File: src/rtl/dest_egress_arbiter_pkg.sv
// Shared types and defaults for the destination egress arbiter.
package dest_egress_arbiter_pkg;

  typedef enum logic [1:0] {
    ST_IDLE     = 2'd0,
    ST_SERVE_D0 = 2'd1,
    ST_SERVE_D1 = 2'd2
  } arb_state_e;

  localparam logic DEST_D0 = 1'b0;
  localparam logic DEST_D1 = 1'b1;

  localparam int unsigned DEF_DATA_W     = 6;
  localparam int unsigned DEF_BURST      = 4;
  localparam int unsigned DEF_SKID_DEPTH = 2;

endpackage

File: src/rtl/dest_egress_arbiter_skid_buf.sv
// Circular skid buffer holding {tag, data} words between the FIFO pops and the link layer.
module egress_skid_buf #(
  parameter int unsigned WIDTH = 7,
  parameter int unsigned DEPTH = 2,
  localparam int unsigned OCC_W = $clog2(DEPTH + 1)
) (
  input  logic             clk,
  input  logic             reset,
  input  logic             wr_en,
  input  logic [WIDTH-1:0] wr_data,
  input  logic             rd_en,
  output logic [WIDTH-1:0] rd_data,
  output logic [OCC_W-1:0] occ
);

  localparam int unsigned PTR_W = $clog2(DEPTH);

  logic [WIDTH-1:0] mem [DEPTH];
  logic [PTR_W-1:0] wr_ptr;
  logic [PTR_W-1:0] rd_ptr;

  function automatic logic [PTR_W-1:0] ptr_inc(input logic [PTR_W-1:0] p);
    return (32'(p) == DEPTH - 1) ? '0 : p + PTR_W'(1);
  endfunction

  assign rd_data = mem[rd_ptr];

  // Storage, pointers and occupancy; contents cleared so the head reads zero after reset.
  always_ff @(posedge clk or posedge reset) begin
    if (reset) begin
      wr_ptr <= '0;
      rd_ptr <= '0;
      occ    <= '0;
      for (int i = 0; i < int'(DEPTH); i++) begin
        mem[i] <= '0;
      end
    end else begin
      if (wr_en) begin
        mem[wr_ptr] <= wr_data;
        wr_ptr      <= ptr_inc(wr_ptr);
      end
      if (rd_en) begin
        rd_ptr <= ptr_inc(rd_ptr);
      end
      case ({wr_en, rd_en})
        2'b10:   occ <= occ + OCC_W'(1);
        2'b01:   occ <= occ - OCC_W'(1);
        default: occ <= occ;
      endcase
    end
  end

  // The pop-side space check must keep the buffer from ever overfilling.
  occ_bound_a : assert property (@(posedge clk) disable iff (reset) occ <= OCC_W'(DEPTH));

endmodule

File: src/rtl/dest_egress_arbiter.sv
// Weighted round-robin egress arbiter draining the D0/D1 destination FIFOs into one
// tagged valid/ready stream. Optional per-tag dequeue counters: define EGRESS_STATS_EN.
module dest_egress_arbiter
  import dest_egress_arbiter_pkg::*;
#(
  parameter int unsigned DATA_W     = DEF_DATA_W,
  parameter int unsigned BURST      = DEF_BURST,
  parameter int unsigned SKID_DEPTH = DEF_SKID_DEPTH
) (
  input  logic              clk,
  input  logic              reset,
  input  logic              fifo_empty_d0,
  input  logic              fifo_empty_d1,
  input  logic [DATA_W-1:0] data_d0,
  input  logic [DATA_W-1:0] data_d1,
  output logic              pop_d0,
  output logic              pop_d1,
  output logic [DATA_W-1:0] out_data,
  output logic              out_dest,
  output logic              out_valid,
  input  logic              out_ready,
  output logic              egress_idle
`ifdef EGRESS_STATS_EN
  ,
  input  logic              stat_clr,
  output logic [7:0]        stat_cnt_d0,
  output logic [7:0]        stat_cnt_d1
`endif
);

  localparam int unsigned CNT_W = $clog2(BURST + 1);
  localparam int unsigned OCC_W = $clog2(SKID_DEPTH + 1);
  localparam int unsigned SUM_W = OCC_W + 1;

  arb_state_e       state_q, state_d;
  logic [CNT_W-1:0] cnt_q, cnt_d;
  logic             inflight_q, inflight_tag_q;
  logic [OCC_W-1:0] occ, occ_next;
  logic             deq, space, serve_d1, own_empty, other_empty;
  logic             pop_own, pop_other, pop_any;
  logic [DATA_W:0]  wr_word, rd_word;

  assign serve_d1    = (state_q == ST_SERVE_D1);
  assign own_empty   = serve_d1 ? fifo_empty_d1 : fifo_empty_d0;
  assign other_empty = serve_d1 ? fifo_empty_d0 : fifo_empty_d1;
  assign deq         = out_valid & out_ready;
  // Words already held or in flight, minus the one leaving this cycle, must leave a free slot.
  assign space       = (SUM_W'(occ) + SUM_W'(inflight_q) - SUM_W'(deq)) < SUM_W'(SKID_DEPTH);
  assign pop_d0      = (pop_own & ~serve_d1) | (pop_other & serve_d1);
  assign pop_d1      = (pop_own & serve_d1) | (pop_other & ~serve_d1);
  assign pop_any     = pop_d0 | pop_d1;
  assign occ_next    = occ + OCC_W'(inflight_q) - OCC_W'(deq);

  // Arbitration: next state, burst count and pop selection.
  always_comb begin
    state_d   = state_q;
    cnt_d     = cnt_q;
    pop_own   = 1'b0;
    pop_other = 1'b0;
    case (state_q)
      ST_IDLE: begin
        cnt_d = '0;
        if (!fifo_empty_d0) begin
          state_d = ST_SERVE_D0;
        end else if (!fifo_empty_d1) begin
          state_d = ST_SERVE_D1;
        end
      end
      ST_SERVE_D0, ST_SERVE_D1: begin
        if (own_empty && other_empty) begin
          state_d = ST_IDLE;
          cnt_d   = '0;
        end else if (own_empty) begin
          // Hand over and pop the other side in the same step to avoid a bubble.
          pop_other = space;
          state_d   = serve_d1 ? ST_SERVE_D0 : ST_SERVE_D1;
          cnt_d     = space ? CNT_W'(1) : '0;
        end else if (space) begin
          pop_own = 1'b1;
          if (32'(cnt_q) + 32'd1 >= BURST) begin
            cnt_d = '0;
            if (!other_empty) begin
              state_d = serve_d1 ? ST_SERVE_D0 : ST_SERVE_D1;
            end
          end else begin
            cnt_d = cnt_q + CNT_W'(1);
          end
        end
      end
      default: begin
        state_d = ST_IDLE;
        cnt_d   = '0;
      end
    endcase
  end

  // Arbiter state, in-flight pop tracking and idle flag.
  always_ff @(posedge clk or posedge reset) begin
    if (reset) begin
      state_q        <= ST_IDLE;
      cnt_q          <= '0;
      inflight_q     <= 1'b0;
      inflight_tag_q <= DEST_D0;
      egress_idle    <= 1'b1;
    end else begin
      state_q        <= state_d;
      cnt_q          <= cnt_d;
      inflight_q     <= pop_any;
      inflight_tag_q <= pop_d1 ? DEST_D1 : DEST_D0;
      egress_idle    <= (state_d == ST_IDLE) && (occ_next == '0) && !pop_any;
    end
  end

  assign wr_word             = {inflight_tag_q, inflight_tag_q ? data_d1 : data_d0};
  assign {out_dest, out_data} = rd_word;
  assign out_valid           = (occ != '0);

  egress_skid_buf #(
    .WIDTH (DATA_W + 1),
    .DEPTH (SKID_DEPTH)
  ) u_skid (
    .clk     (clk),
    .reset   (reset),
    .wr_en   (inflight_q),
    .wr_data (wr_word),
    .rd_en   (deq),
    .rd_data (rd_word),
    .occ     (occ)
  );

`ifdef EGRESS_STATS_EN
  // Saturating per-tag dequeue counters; clear beats increment.
  always_ff @(posedge clk or posedge reset) begin
    if (reset) begin
      stat_cnt_d0 <= '0;
      stat_cnt_d1 <= '0;
    end else if (stat_clr) begin
      stat_cnt_d0 <= '0;
      stat_cnt_d1 <= '0;
    end else if (deq) begin
      if (out_dest == DEST_D0 && stat_cnt_d0 != 8'd255) begin
        stat_cnt_d0 <= stat_cnt_d0 + 8'd1;
      end
      if (out_dest == DEST_D1 && stat_cnt_d1 != 8'd255) begin
        stat_cnt_d1 <= stat_cnt_d1 + 8'd1;
      end
    end
  end
`endif

endmodule

File: config.mk
export PLATFORM = sky130hd
export DESIGN_NAME = dest_egress_arbiter
export DESIGN_NICKNAME = d
export VERILOG_FILES = /design/src/rtl/dest_egress_arbiter_pkg.sv /design/src/rtl/dest_egress_arbiter_skid_buf.sv /design/src/rtl/dest_egress_arbiter.sv
export SDC_FILE = /design/constraint.sdc
export NUM_CORES = 1
export LEC_CHECK = 0
export ABC_AREA = 1
export CORE_UTILIZATION = 52
export DETAILED_ROUTE_END_ITERATION = 10
export GPL_TIMING_DRIVEN = 0
export PLACE_DENSITY = 0.79
export SYNTH_ARGS = -nofsm -noshare
export SYNTH_HDL_FRONTEND = slang
export SYNTH_HIERARCHICAL = 1
export SYNTH_SLANG_ARGS = --single-unit
File: constraint.sdc
create_clock -name clk -period 3.5 [get_ports clk]
set_input_delay 0.7 -clock clk [delete_from_list [all_inputs] [get_ports clk]]
set_output_delay 0.7 -clock clk [all_outputs]
set_load 0.02 [all_outputs]
# [After elaboration in Yosys (flattened, before gate mapping)]
# Cells that the tools add are included.
[totals] ff_bits=26 latch_bits=0 ramBits=0 mem_bits_ro=0 out_inout_bits=11 word_cells=87 n_memories=0
[classes] addsub=10 multipliers=0 n_div=0 magnitude_cmp=5 eq_ne=5 shift=0 muxes=35 bitwise_logic=11 n_reduce_logical=11
[ops] cell="two-way mux 7 bit" n=4
[ops] cell="two-way mux 2 bit" n=8
[ops] cell="two-way mux 3 bit" n=5
[ops] cell="bitwise mux 14 bit" n=1
[ops] cell="two-way mux 1 bit" n=13
[ops] cell="case mux 2 bit (2 select lines)" n=2
[ops] cell="demux 7 bit (select 1 bit)" n=1
[ops] cell="zero test 2 bit" n=3
[ops] cell="two-way mux 6 bit" n=1
[ops] cell="AND 1 bit" n=5
[ops] cell="adder 3 x 1 -> 4 bit (second input constant)" n=1
[ops] cell="equality test 2 x 1 -> 1 bit (second input constant)" n=2
[ops] cell="equality test 2 bit (second input constant)" n=2
[ops] cell="greater-or-equal comparator 2 bit (second input constant)" n=2
[ops] cell="greater-or-equal comparator 4 x 3 -> 1 bit (second input constant)" n=1
[ops] cell="logical AND 1 bit" n=4
[ops] cell="inequality test 4 bit (second input constant)" n=1
[ops] cell="NOT 1 -> 2 bit" n=2
[ops] cell="nonzero test 2 bit" n=2
[ops] cell="adder 2 x 1 -> 3 bit" n=1
[ops] cell="adder 3 x 1 -> 3 bit (second input constant)" n=1
[ops] cell="less-than comparator 3 x 2 -> 1 bit (second input constant)" n=1
[ops] cell="bitwise OR 1 bit" n=3
[ops] cell="subtractor 3 x 1 -> 3 bit" n=1
[ops] cell="9 further kinds" n=10

# [Longest topological paths before layout]
[logic_depth] ltp_word=13 ltp_mapped=18

# [By module]
# The synthesis kept the hierarchy.
[modules_own_cells] mod="egress_skid_buf" n_inst=1 cells_each=97 area_each_um2=853.3
[modules_own_cells] mod="dest_egress_arbiter" n_inst=1 cells_each=90 area_each_um2=690.7

# [Least setup slack after synthesis]
# No wires, ideal clock.
[synth_timing] path_kind="in2out" from="in out_ready" to="out pop_d0" t_arrival_ns=3.102 slack_ns=-0.302 cell_stages=10 cell_sequence="o21a_1 > ha_1 > inv_1 > ha_1 > inv_1 > fa_1 > nand2_2 > nor2_4 > inv_1 > a2111oi_0"
[synth_via] elab_chain_len=9 elab_cells_between_ends=13 classes_between="add/sub (1); order compare (1); mux (7); bitwise (4)"
[synth_lines] element="from (decl)" line="dest_egress_arbiter.sv:21" rtl="input logic out_ready,"
[synth_lines] element="AND 1 bit *" line="dest_egress_arbiter.sv:46" rtl="assign deq = out_valid & out_ready;"
[synth_lines] element="subtractor 3 x 1 -> 3 bit *" line="dest_egress_arbiter.sv:48" rtl="assign space = (SUM_W'(occ) + SUM_W'(inflight_q) - SUM_W'(deq)) < SUM_W'(SKID_DEPTH);"
[synth_lines] element="less-than comparator 3 x 2 -> 1 bit *" line="dest_egress_arbiter.sv:48"
[synth_lines] element="two-way mux 1 bit" line="dest_egress_arbiter.sv:78" rtl="end else if (space) begin"
[synth_lines] element="two-way mux 1 bit" line="dest_egress_arbiter.sv:73" rtl="end else if (own_empty) begin"
[synth_lines] element="two-way mux 1 bit" line="dest_egress_arbiter.sv:70" rtl="if (own_empty && other_empty) begin"
[synth_lines] element="two-way mux 1 bit" line="dest_egress_arbiter.sv:60" rtl="case (state_q)"
[synth_lines] element="AND 1 bit" line="dest_egress_arbiter.sv:49" rtl="assign pop_d0 = (pop_own & ~serve_d1) | (pop_other & serve_d1);"
[synth_lines] element="bitwise OR 1 bit *" line="dest_egress_arbiter.sv:49"
[synth_lines] element="to (decl)" line="dest_egress_arbiter.sv:16" rtl="output logic pop_d0,"
# Mark *: on every way between the ends. The rest lies on a longest branch, timed or not.

# [Worst setup path in the final report]
[layout_timing] from="reg u_skid.occ[1]" to="out pop_d1"
[layout_via] elab_chain_len=10 elab_cells_between_ends=15 classes_between="add/sub (2); order compare (1); mux (7); bitwise (4); reduce/logical (1)"
[layout_lines] element="from (decl)" line="dest_egress_arbiter_skid_buf.sv:13" rtl="output logic [OCC_W-1:0] occ"
[layout_lines] element="from (signal assigned)" line="dest_egress_arbiter_skid_buf.sv:46" rtl="2'b10: occ <= occ + OCC_W'(1);"
[layout_lines] element="from (signal assigned)" line="dest_egress_arbiter_skid_buf.sv:47" rtl="2'b01: occ <= occ - OCC_W'(1);"
[layout_lines] element="nonzero test 2 bit *" line="dest_egress_arbiter.sv:116" rtl="assign out_valid = (occ != '0);"
[layout_lines] element="AND 1 bit *" line="dest_egress_arbiter.sv:46"
[layout_lines] element="net deq" line="dest_egress_arbiter.sv:39" rtl="logic deq, space, serve_d1, own_empty, other_empty;"
[layout_lines] element="subtractor 3 x 1 -> 3 bit *" line="dest_egress_arbiter.sv:48"
[layout_lines] element="less-than comparator 3 x 2 -> 1 bit *" line="dest_egress_arbiter.sv:48"
[layout_lines] element="two-way mux 1 bit" line="dest_egress_arbiter.sv:78"
[layout_lines] element="two-way mux 1 bit" line="dest_egress_arbiter.sv:73"
[layout_lines] element="two-way mux 1 bit" line="dest_egress_arbiter.sv:70"
[layout_lines] element="two-way mux 1 bit" line="dest_egress_arbiter.sv:60"
[layout_lines] element="AND 1 bit" line="dest_egress_arbiter.sv:50" rtl="assign pop_d1 = (pop_own & serve_d1) | (pop_other & ~serve_d1);"
[layout_lines] element="bitwise OR 1 bit *" line="dest_egress_arbiter.sv:50"
[layout_lines] element="to (decl)" line="dest_egress_arbiter.sv:17" rtl="output logic pop_d1,"
# The timed path passes the listed nets; every way through them passes the cells marked *.

==> results_dict.tcl <==
set metrics [dict create \
    final.setup.worst_slack_ns 0.123 \
    hold_depth 2 \
    crit_chain "o21a_1 > ha_1 > inv_1 > ha_2 > inv_2 > fa_1 > nand2_2 > nor2_4 > buf_4 > o2111a_1 > buf_4" \
    vias_per_cell 5.21 \
    slew_headroom_pct 55.6 \
    drt-pass1-iter-count 4 \
    use_met2_pct 41.8 \
    critPathLaunchType "flop" \
    final_common_cell "nand2_1" \
    combPwrFrac_pct 59.0 \
    synth_area_um2 1540 \
    worstSetupPathType "reg -> out" \
    first_global_vias 1276 \
    timing.hold.ws_ns 0.502 \
    cts_buffer_depth 2 \
    areaGrowthSynthToFinish_pct 28.1 \
    path_clk_slew_ns 0.16 \
    reg2reg_to "egress_idle" \
    ios 28 \
    die_x_um 56.5 \
    hold_path.startpoint "u_skid/mem[11]" \
    period_needed_ns 3.38 \
    vias 1338 \
    grt_util_met1_pct 23.9 \
    syn_area_per_cell_um2 8.26 \
    clk_root_buffer_cell "clkbuf_4" \
    grt_usage_pct 22.0 \
    power.internal_w 0.00101 \
    dpl_worst_slack_ns -0.717 \
    rows 19 \
    numCtsBuffers 3 \
    grt_pass1_wl_um 5390 \
    initial_core_util_pct 55.5 \
    cts_tree "done" \
    rr_startpoint "u_skid/occ[1]" \
    overflow 0 \
    drt_wl_total_um 3260 \
    maxCapViolations 0 \
    min_path_type "reg -> reg" \
    floorplan.die_area_um2 3190 \
    power.switching_w 0.000748 \
    cts_max_level 1 \
    status "complete, no violations" \
    yosysWarnings 6 \
    crit_top_cell "buf_4" \
    diodes 0 \
    syn-num-nets 212 \
    first_iter_violations 45 \
    ir_drop_mv 0.714 \
    power.share.sequential_pct 29.1 \
    most-common-layout-cells "nand2_1 (46), inv_1 (35), dfrtp_1 (24), clkdlybuf4s50_1 (24), o21ai_0 (16)" \
    cp.arrival_ns 2.68 \
    hold_end "u_skid/mem[11]" \
    setup-violations-final 0 \
    critical_path.slowest_cell "fa_1" \
    critPathTopFamily "adder cells" \
    cp-end-kind "output port" \
    pwr-share-clk_pct 12.0 \
    grt_max_degree 19 \
    grt_use_met3_pct 2.30 \
    ys_ff_latch 26 \
    final_max_slew_viol_count 0 \
    busiest_layer "met2" \
    reg2regPathDepth 18 \
    synth_cell_types 30 \
    yosysSeqAreaShare_pct 42.2 \
    critPathBufInv 4 \
    drive_gt1_share_pct 21.2 \
    tightest_slew_ns 0.665 \
    hold_viol 0 \
    cellPowerDensity_nw_per_um2 888 \
    rsz0062_at_grt "no" \
    core_um2 2780 \
    wl_per_cell_um 12.7 \
    postRouteAntennaNets 0 \
    portBuffers 27 \
    cp.required_ns 2.80 \
    skew_ns 0.0175 \
    postSynthCellCount 187 \
    clk_latency_ns 0.33 \
    path_max_fanout 3 \
    fin_crit_sh_pct 96.5 \
    dp_hpwl_um 2440 \
    cts_hold_buf 0 \
    max_freq_mhz 296 \
    swShare_pct 42.6 \
    place_congestion 0.797 \
    reg2reg_slack_ns 0.85 \
    nets 252 \
    drc 0 \
    power_leakage_nw 1.00 \
    die_h_um 56.5 \
    critPathMaxStageDelay_ns 0.52 \
    cts.sinks 26 \
    antenna_found_initial 0 \
]
repair_timing:
action                                  4_1_cts  5_1_grt
pin swaps                                     5        3
buffers inserted                              7        1
gates cloned                                  0        0
gates resized for setup                      18        1
endpoints found under the setup margin        2        2
per-layer routing:
metal  vias to the layer above  wire length [µm]
met2                        32              1760
met3                         6               127
li1                        668                 -
met5                         -                 0
met4                         0                65
met1                       632              1310
worst max path at each step:
stage                   from  endpoint  slack (ns)  depth (start not counted)
2_1_floorplan      out_ready    pop_d0        0.24                         10
4_1_cts        u_skid/occ[1]    pop_d0       -0.01                         11
5_1_grt        u_skid/occ[1]    pop_d1       0.009                         11
6_report       u_skid/occ[1]    pop_d1        0.12                         11
3_3_place_gp       out_ready    pop_d0       -0.69                         12
3_5_place_dp       out_ready    pop_d0       -0.72                         12
power groups by stage:
stage	clock network (W)	logic [W]	registers, W
4_1_cts	0.000212	0.00103	0.000509
3_5_place_dp	0	0.000909	0.000528
6_report	0.000210	0.00104	0.000511
3_3_place_gp	0	0.000870	0.000520
5_1_grt	0.000225	0.00115	0.000527
2_1_floorplan	0	0.000637	0.000508
sequential cells by signal, indices dropped and copies added (netlist names):
signal          cells
u_skid/rd_ptr       1
inflight_tag_q      1
u_skid/wr_ptr       1
u_skid/mem         14
egress_idle         1
u_skid/occ          2
state_q             2
cnt_q               3
inflight_q          1
cells by family after synthesis:
family	count (synthesis)	synth area share (%)
compound gates	28	12.0
xor+xnor	2	1.13
fa+ha+maj	8	6.97
buf+inv	44	12.2
flops	26	42.2
mux	6	4.38
simple gates	73	21.1
final cells by class:
type / instances / area [µm²]
multi-input cells: 117 / 724
clock buffers: 3 / 22.5
fillers: 210 / 803
well taps: 31 / 38.8
plain buffers: 5 / 42.5
clock inverters: 1 / 30.0
inverters: 39 / 146
repair buffers: 35 / 320
flip-flops and latches: 26 / 653
synthesized netlist by cell type:
library cell	count	share of area [%]
nand2_1	46	11
mux2_2	6	4.4
nand2_2	6	2.4
nand3_2	1	0.65
clkbuf_1	3	0.73
o21ai_2	7	4.0
inv_2	2	0.49
dfstp_2	1	1.7
xnor2_1	1	0.57
nor2_4	1	0.73
buf_6	1	0.73
ha_1	7	5.7
o2111a_1	1	0.73
o211ai_1	1	0.49
nor2_1	6	1.5
o21a_1	1	0.49
buf_12	1	1.3
nand4_1	2	0.81
nor4_1	1	0.41
nand3_1	7	2.3
o21a_2	1	0.57
o21ai_0	16	5.2
xor2_1	1	0.57
nor3_1	1	0.32
nor2_2	1	0.41
inv_1	37	9.0
dfrtp_1	25	41
or2_1	1	0.41
fa_1	1	1.3
a2111oi_0	1	0.57
metrics by stage:
step           total power [W]  area [µm²]  std cells  TNS, ns  util (%)
6_report               0.00176        1980        257        0      71.1
5_1_grt                0.00190        1980        257        0      71.1
4_1_cts                0.00175        1970        256  -0.0139      70.8
3_5_place_dp           0.00144        1860        245    -1.28      66.8
3_3_place_gp           0.00139        1860        245    -1.26      66.8
2_1_floorplan          0.00115        1550        187        0         -
tightest hold or removal path, stage by stage, from the launching register on:
cell	delay, ns
dfrtp_1	0.37
nand2_1	0.06
o21ai_2	0.05
No activity file was read; power rests on OpenSTA's default activity.
